File: config.mk
export PLATFORM = sky130hd
export DESIGN_NAME = lab2_bls_div_ctrl
export DESIGN_NICKNAME = d
export VERILOG_FILES = /design/src/rtl/lab2_bls_div_ctrl.sv
export SDC_FILE = /design/constraint.sdc
export NUM_CORES = 1
export LEC_CHECK = 0
export BUFFER_PORTS_ARGS = -buffer_cell sky130_fd_sc_hd__buf_2
export CELL_PAD_IN_SITES_DETAIL_PLACEMENT = 0
export CELL_PAD_IN_SITES_GLOBAL_PLACEMENT = 1
export CORE_MARGIN = 8
export CORE_UTILIZATION = 38
export DETAILED_ROUTE_END_ITERATION = 8
export PLACE_DENSITY = 0.83
export REMOVE_ABC_BUFFERS = 1
export SKIP_LAST_GASP = 1
export SLEW_MARGIN = 20
export SYNTH_ARGS = -nofsm -noshare
export SYNTH_HDL_FRONTEND = slang
export SYNTH_SLANG_ARGS = --single-unit
File: constraint.sdc
create_clock -name clk -period 1.9 [get_ports clk]
set_clock_uncertainty 0.2 [all_clocks]
set_input_delay 0.19 -clock clk [delete_from_list [all_inputs] [get_ports clk]]
set_output_delay 0.19 -clock clk [all_outputs]
set_load 0.02 [all_outputs]
File: src/rtl/lab2_bls_div_ctrl.sv
// Sequential restoring divider. It produces one quotient bit per clock, MSB
// first. Every trial subtraction goes through one chain of 4-bit
// borrow-lookahead subtractor nibbles, linked by their borrows.
module lab2_bls_div_ctrl #(
    parameter int N_NIB = 1,
    localparam int W = 4 * N_NIB
) (
    input  logic         clk,
    input  logic         rst_n,
    input  logic         start,
    input  logic [W-1:0] dividend,
    input  logic [W-1:0] divisor,
    output logic         busy,
    output logic         done,
    output logic         dz,
    output logic [W-1:0] quotient,
    output logic [W-1:0] remainder
);

    localparam int CW = $clog2(W);

    typedef enum logic [1:0] {
        S_IDLE,
        S_RUN,
        S_DZ,
        S_DONE
    } state_t;

    state_t         state_reg;
    state_t         state_next;
    logic [W-1:0]   q_reg;
    logic [W-1:0]   r_reg;
    logic [W-1:0]   dv_reg;
    logic [CW-1:0]  cnt_reg;
    logic [W-1:0]   quotient_reg;
    logic [W-1:0]   remainder_reg;
    logic           dz_reg;

    logic           accept;
    logic [W-1:0]   trial;
    logic [W-1:0]   diff;
    logic [N_NIB:0] borrow;
    logic           bout;
    logic           qbit;
    logic [W-1:0]   r_next;
    logic [W-1:0]   q_next;

    // The partial remainder shifts left and takes in the next dividend bit.
    assign trial     = {r_reg[W-2:0], q_reg[W-1]};
    assign borrow[0] = 1'b0;

    genvar gi;
    generate
        for (gi = 0; gi < N_NIB; gi++) begin : g_nib
            logic [3:0] na;
            logic [3:0] nb;
            logic [3:0] ng;
            logic [3:0] np;
            logic [3:0] nc;
            logic       cin;

            assign na  = trial[4*gi +: 4];
            assign nb  = dv_reg[4*gi +: 4];
            assign cin = borrow[gi];

            // A bit generates a borrow when a=0 and b=1.
            // It passes the incoming borrow through when a==b.
            assign ng = ~na & nb;
            assign np = ~(na ^ nb);

            assign nc[0] = cin;
            assign nc[1] = ng[0] | (np[0] & cin);
            assign nc[2] = ng[1] | (np[1] & ng[0]) | (np[1] & np[0] & cin);
            assign nc[3] = ng[2] | (np[2] & ng[1]) | (np[2] & np[1] & ng[0])
                         | (np[2] & np[1] & np[0] & cin);
            assign borrow[gi+1] = ng[3] | (np[3] & ng[2]) | (np[3] & np[2] & ng[1])
                                | (np[3] & np[2] & np[1] & ng[0])
                                | (np[3] & np[2] & np[1] & np[0] & cin);

            assign diff[4*gi +: 4] = na ^ nb ^ nc;
        end
    endgenerate

    // When a 1 is shifted out of the remainder, the true trial value is
    // 2^W or more. That is still below 2*Dv, so the subtraction must succeed,
    // and the result taken mod 2^W is exact.
    assign bout   = borrow[N_NIB];
    assign qbit   = r_reg[W-1] | ~bout;
    assign r_next = qbit ? diff : trial;
    assign q_next = {q_reg[W-2:0], qbit};

    assign accept = start && ((state_reg == S_IDLE) || (state_reg == S_DONE));

    // State register
    always_ff @(posedge clk or negedge rst_n) begin
        if (!rst_n) begin
            state_reg <= S_IDLE;
        end else begin
            state_reg <= state_next;
        end
    end

    // Next-state logic and status outputs
    always_comb begin
        state_next = state_reg;
        busy       = 1'b0;
        done       = 1'b0;
        case (state_reg)
            S_IDLE: begin
                if (start) begin
                    state_next = (divisor == '0) ? S_DZ : S_RUN;
                end
            end
            S_RUN: begin
                busy = 1'b1;
                if (cnt_reg == '0) begin
                    state_next = S_DONE;
                end
            end
            S_DZ: begin
                busy       = 1'b1;
                state_next = S_DONE;
            end
            S_DONE: begin
                done = 1'b1;
                if (start) begin
                    state_next = (divisor == '0) ? S_DZ : S_RUN;
                end else begin
                    state_next = S_IDLE;
                end
            end
            default: state_next = S_IDLE;
        endcase
    end

    // Datapath: operand capture, iteration, and result registers.
    // The result registers are loaded only on the edge that enters DONE.
    always_ff @(posedge clk or negedge rst_n) begin
        if (!rst_n) begin
            q_reg         <= '0;
            r_reg         <= '0;
            dv_reg        <= '0;
            cnt_reg       <= '0;
            quotient_reg  <= '0;
            remainder_reg <= '0;
            dz_reg        <= 1'b0;
        end else if (accept) begin
            q_reg   <= dividend;
            dv_reg  <= divisor;
            r_reg   <= '0;
            cnt_reg <= CW'(W - 1);
            dz_reg  <= 1'b0;
        end else if (state_reg == S_RUN) begin
            r_reg   <= r_next;
            q_reg   <= q_next;
            cnt_reg <= cnt_reg - 1'b1;
            if (cnt_reg == '0) begin
                quotient_reg  <= q_next;
                remainder_reg <= r_next;
            end
        end else if (state_reg == S_DZ) begin
            quotient_reg  <= '1;
            remainder_reg <= q_reg;
            dz_reg        <= 1'b1;
        end
    end

    assign dz        = dz_reg;
    assign quotient  = quotient_reg;
    assign remainder = remainder_reg;

endmodule

==> results of run 1 <==
==> how the worst max path moves through the flow <==
stage                                   from  depth (start not counted)                  endpoint
floorplan           state_reg[1]$_DFFE_PN0P_                          6      r_reg[3]$_DFFE_PN0P_
global placement        r_reg[2]$_DFFE_PN0P_                          6      r_reg[0]$_DFFE_PN0P_
detailed placement     dv_reg[3]$_DFFE_PN0P_                          5      r_reg[0]$_DFFE_PN0P_
CTS                 state_reg[1]$_DFFE_PN0P_                          3                      busy
global route            r_reg[0]$_DFFE_PN0P_                          7      r_reg[2]$_DFFE_PN0P_
finish                  r_reg[0]$_DFFE_PN0P_                          7  remainder[2]$_DFFE_PN0P_
==> per-stage QoR <==
step,setup slack (ps),std cells
after global routing,-51.6,241
final,2.86,241
after detailed placement,-90.9,226
after floorplan,-169,142
after global placement,17.8,226
after CTS,8.24,240
==> power groups by stage <==
stage          registers [mW]  clock network (mW)  logic [mW]
6_report                0.953               0.246        2.59
4_1_cts                 0.949               0.253        2.44
2_1_floorplan           0.999                   0        1.33
3_3_place_gp            0.943                   0        2.09
3_5_place_dp            0.954                   0        2.15
5_1_grt                 0.977               0.276        2.83
==> synthesized netlist by cell type (all sizes together), types with 3 or more instances <==
cell type  number  area (sq um)
dfrtp          25           626
nand2          17          63.8
a21oi          16          80.1
inv            13          48.8
nor2           13          48.8
o21ai          12          60.1
ha             10           125
mux2i           7          70.1
nand2b          4          25.0
o22ai           4          25.0
a22oi           3          22.5
clkbuf          3          11.3
==> cells by family after synthesis <==
family / count (synthesis) / share of synthesized area, %
AOI/OAI and AO/OA: 43 / 19.1
xor gates and xnor gates: 2 / 1.27
adders and majority gates: 11 / 10.5
buffers and inverters: 17 / 4.72
DFF: 25 / 45.4
muxes: 8 / 5.90
and+or+nand+nor: 40 / 13.1
==> worst reg2reg max path, cell delays in order (launching register included) <==
cell and delay (ps):
dfrtp_1 380, inv_1 50, ha_1 280, a21o_2 230
a2bb2oi_4 190, buf_6 150, mux2i_4 240, o21ai_1 80
==> cell type report <==
type / instances / area (sq um)
clock inverter: 1 / 5.00
tap: 48 / 60.1
clock buffer: 3 / 22.5
inverter: 13 / 48.8
sequential: 25 / 626
timing repair buffer: 47 / 330
multi-input combinational: 104 / 762
fill: 333 / 1720
==> what timing repair did <==
item                                    4_1_cts  5_1_grt
endpoints found under the setup margin        8       11
hold buffers                                  9        0
resized for setup                             9        7
buffers inserted                              1        1
pin swaps                                     4        2
endpoints found under the hold margin        34        0
==> metal layers <==
metal	global-route usage [%]	up-vias	share of wire (%)
met4	2.88	0	0.76
met2	19.1	31	47
met5	0	-	0
met1	14.5	613	46
met3	3.30	4	6.1
li1	-	596	-
==> metrics, run 1 <==
status=complete, no violations; share of cells above drive strength 1=30.1%; largest net degree at the start of global routing=26; post-layout util=51.8%; Tmin final=1900 ps; worst-margin pin slew=567 ps; Min Hold Slack=104 ps; Synth Register Bits=25; post-synthesis sequential area ratio=45.4%; clk buf depth=2; FF-to-FF path depth=7; placed inst area=1640 sq um; Top FF cell, synth=dfrtp_1; port buffer count=21; # diodes=0; crit-path cells=inv_1 -> ha_1 -> a21o_2 -> a2bb2oi_4 -> buf_6 -> mux2i_4 -> o21ai_1; YS warnings=0; antenna viol nets, final=0; endpoints failing hold=0; arrival time worst endpoint=1910 ps; core area=3580 sq um; clock network fraction of total power=6.5%; worst setup path class=reg -> reg; drt wl/cell=14.2 um; Pre-Repair DR Iteration Count=5; Comb pwr share=68.4%; # rows=22; DPL Wire Length=2480 um; EDFF count, synth=0; CP Capture Type=register; worst hold path startpoint=start; vias in the first global route=1,230; critical path startpoint category=register; Die H=76.2 um; post-synth cell types=32; DRT iter0 DRCs=62; Min-Delay Endpoint=cnt_reg[1]$_DFFE_PN0P_; CP max stage cell=dfrtp_1; Tcrit/Tclk final=99.8%; Die ar.=5810 sq um; Max VDD drop=0.800 mV; cell-internal power=2.09 mW; Reg clk slew, reported paths=150 ps; clk sink count=25; max-slew violations=0; FMAX=527 MHz; routed vias=1,244; vias per inst=5.16; Power Density=2040 nW/um^2; Synth Cell Area=1380 sq um; unrepaired setup endpoints after global routing=yes; antenna violations before repair=0; CP bufs+invs=2; CTS Buf Count=3; Register-to-Register Setup Slack=3 ps; P_sw=1.70 mW; most common cell after layout, fill and taps aside=dfrtp_1; first-pass GRT wire length=5710 um; R2R Path End=remainder[2]$_DFFE_PN0P_; DRC Markers=0; worst hold stages=4; clock root buffer=clkbuf_4; htree depth=1; Top Ports=22; Crit path largest cell delay=380 ps; commonest cells after routing, fill and taps aside=25 x dfrtp_1, 21 x buf_2, 17 x nand2_1, 15 x buf_4, 14 x a21oi_1; GPL Wtd Cong=0.872; Leak Pwr=0.865 nW; Detailed Route WL=3420 um; Flop pwr share=25.1%; required time worst endpoint=1910 ps; relative slew slack=62.2%; Final setup viols=0; # Max-Cap Violations=0; clock latency at the later pin of the worst-skew pair=320 ps; FF-to-FF Start=r_reg[0]$_DFFE_PN0P_; grt ovf=0; switch share=44.9%; Initial Utilization=38.5%; ys async rst share=100%; synthesized instance count=146; CTS tree=yes; Worst Hold Class=in -> reg; top fanout value on the critical path=3; chip width=76.2 um; Total Power=3.79 mW; nets=216; Area growth syn-to-layout=34.5%; setup TNS=0 ps; Largest delay share family, worst path=compound AO/OA/AOI/OAI gates; Synth Area per Inst=9.44 sq um; final instance area=1850 sq um; overall routing resource usage=11.6%
Power figures use the tool's default switching activity.
==> inputs of run 2 (changes only) <==
--- a/config.mk
+++ b/config.mk
@@ -12,7 +12,6 @@
 export CORE_UTILIZATION = 38
 export DETAILED_ROUTE_END_ITERATION = 8
 export PLACE_DENSITY = 0.83
-export REMOVE_ABC_BUFFERS = 1
 export SKIP_LAST_GASP = 1
 export SLEW_MARGIN = 20
 export SYNTH_ARGS = -nofsm -noshare
==> constraint.sdc (replaced) <==
create_clock -name clk -period 1.9 [get_ports clk]
set_clock_uncertainty 0.2 [all_clocks]
set_input_delay 0.38 -clock clk [delete_from_list [all_inputs] [get_ports clk]]
set_output_delay 0.38 -clock clk [all_outputs]
set_load 0.02 [all_outputs]
==> run 2 against run 1 <==
Sequential share of layout area increased by 0.79 points. Count of clock-buffer cells in the layout unchanged. Register-to-register slack about the same. Fmax increased by 0.11%. Critical path type unchanged. Highest routed layer unchanged.
==> metrics, run 2 (synthesis gave the netlist of run 1 again) <==
status=complete, no violations; R2R Path End=r_reg[0]$_DFFE_PN0P_; DPL Wire Length=2630 um (+6.1%); max-slew violations=0 (unchanged); GPL Wtd Cong=0.801 (-8.1%); relative slew slack=62.0% (-0.19 points); Die H=76.2 um (unchanged); cell-internal power=2.08 mW (-0.52%); required time worst endpoint=1960 ps (+50 ps); register area=626 sq um (unchanged); clock root buffer=clkbuf_4; Final setup viols=0 (unchanged); setup TNS=0 ps (unchanged); Flop pwr share=25.5% (+0.4 points); Initial Utilization=38.5% (unchanged); unrepaired setup endpoints after global routing=yes; grt ovf=0 (unchanged); chip width=76.2 um (unchanged); commonest cells after routing, fill and taps aside=25 x dfrtp_1, 20 x buf_2, 19 x buf_4, 17 x nand2_1, 14 x a21oi_1; htree depth=1 (unchanged); Area growth syn-to-layout=31.4%; CTS tree=yes; nets=209 (-3.2%); Crit. Startpoint=r_reg[0]$_DFFE_PN0P_; Register-to-Register Setup Slack=5 ps (about the same); routed vias=1,220 (-1.9%); Max VDD drop=0.947 mV (+18%); Power Density=2100 nW/um^2 (+2.5%); clk sink count=25 (unchanged); most common cell after layout, fill and taps aside=dfrtp_1; endpoints failing hold=0 (unchanged); Total Power=3.80 mW (+0.16%); overall routing resource usage=12.2% (+0.58 points); Comb pwr share=67.8% (-0.6 points); antenna violations before repair=0 (unchanged); clock latency at the later pin of the worst-skew pair=340 ps (+20 ps); Die ar.=5810 sq um (unchanged); worst hold stages=3 (-1); Filler cells=350 (+5.1%); Crit path largest cell delay=370 ps (about the same); vias per inst=5.21 (+1.0%); core area=3580 sq um (unchanged); FF-to-FF path depth=6 (-1); port buffer count=21 (unchanged); Pre-Repair DR Iteration Count=4 (-1); FF-to-FF Start=r_reg[0]$_DFFE_PN0P_; critical path startpoint category=register; DRC Markers=0 (unchanged); Min Hold Slack=56.3 ps (-47.7 ps); drt wl/cell=15.0 um (+5.6%); Mapped Nets=168; clk buf depth=2 (unchanged); share of cells above drive strength 1=34.4% (+4.4 points); first-pass GRT wire length=5930 um (+3.9%); Worst Hold Class=in -> reg; CP bufs+invs=1 (-1); FMAX=528 MHz (+0.11%); Multi-input gate area=795 sq um (+4.3%); Largest delay share family, worst path=compound AO/OA/AOI/OAI gates; crit-path cells=inv_1 -> ha_1 -> a21o_4 -> a2bb2oi_4 -> mux2_4 -> a21oi_1; switch share=45.2% (+0.38 points); # Max-Cap Violations=0 (unchanged); Reg clk slew, reported paths=140 ps (about the same); worst-margin pin slew=570 ps (+2.80 ps); # rows=22 (unchanged); worst setup path class=reg -> reg; DRT iter0 DRCs=51 (-18%); Top Ports=22 (unchanged); top fanout value on the critical path=4 (+1); Min-Delay Endpoint=dv_reg[0]$_DFFE_PN0P_; Final WS setup=4.96 ps (+2.10 ps); antenna viol nets, final=0 (unchanged); clock network fraction of total power=6.8% (+0.3 points); post-place setup slack=-57.5 ps (+33.4 ps); CP Capture Type=register; # diodes=0 (unchanged); CTS Buf Count=3 (unchanged); Leak Pwr=0.841 nW (-2.8%); Tcrit/Tclk final=99.7% (-0.11 points); largest net degree at the start of global routing=26 (unchanged); worst hold path startpoint=divisor[0]; Detailed Route WL=3510 um (+2.5%); CP max stage cell=dfrtp_1; P_sw=1.72 mW (+1.0%); arrival time worst endpoint=1950 ps (+40 ps); post-layout util=50.6% (-1.2 points); vias in the first global route=1,279 (+4.0%); Tmin final=1900 ps (-2.10 ps)
-- run 2: worst max-delay path by stage --
| stage | cells past startpoint | slack (ps) | to |
|---|---|---|---|
| 6_report | 6 | 5 | r_reg[0]$_DFFE_PN0P_ |
| 5_1_grt | 6 | -60 | r_reg[0]$_DFFE_PN0P_ |
| 4_1_cts | 6 | -30 | r_reg[0]$_DFFE_PN0P_ |
| 3_5_place_dp | 6 | -60 | r_reg[0]$_DFFE_PN0P_ |
| 3_3_place_gp | 6 | -20 | r_reg[0]$_DFFE_PN0P_ |
| 2_1_floorplan | 6 | 30 | r_reg[0]$_DFFE_PN0P_ |
-- run 2: metal layers --
| layer | GRT usage, % | wire length, um | vias to the layer above |
|---|---|---|---|
| met5 | 0 | 0 | - |
| met4 | 4.04 | 59 | 0 |
| met3 | 1.42 | 85 | 7 |
| li1 | - | - | 585 |
| met2 | 21.2 | 1800 | 25 |
| met1 | 15.1 | 1560 | 603 |
-- run 2: repair_timing --
action / in CTS / in global routing
hold buffers: 1 / 0
setup buffers: 4 / 2
pin swaps: 1 / 5
endpoints found under the setup margin: 5 / 11
endpoints found under the hold margin: 25 / 0
gates resized for setup: 6 / 14
-- run 2: power by group through the flow --
stage	clock network [mW]	logic, mW	registers [mW]
global placement	0	2.11	0.957
finish	0.257	2.57	0.967
floorplan	0	1.45	1.01
detailed placement	0	2.19	0.970
CTS	0.265	2.38	0.947
global route	0.288	2.82	0.995
-- run 2: area by class of cell --
type	count	share of cell area, %
clock buffer	3	1.24
clock inverter	1	0.414
inverter	13	2.69
multi-input combinational	104	43.9
sequential	25	34.5
tap	48	3.31
timing repair buffer	40	14.0
-- run 2: through the flow --
stage                     cells  instance area [sq um]
after floorplan             146                   1410
after global placement      223                   1650
after detailed placement    223                   1650
after CTS                   232                   1740
after global routing        234                   1810
final                       234                   1810
-- run 2: worst reg2reg max path: stages, from the launching register on --
cell	delay, ps
dfrtp_1	370
inv_1	50
ha_1	300
a21o_4	230
a2bb2oi_4	220
mux2_4	330
a21oi_1	140
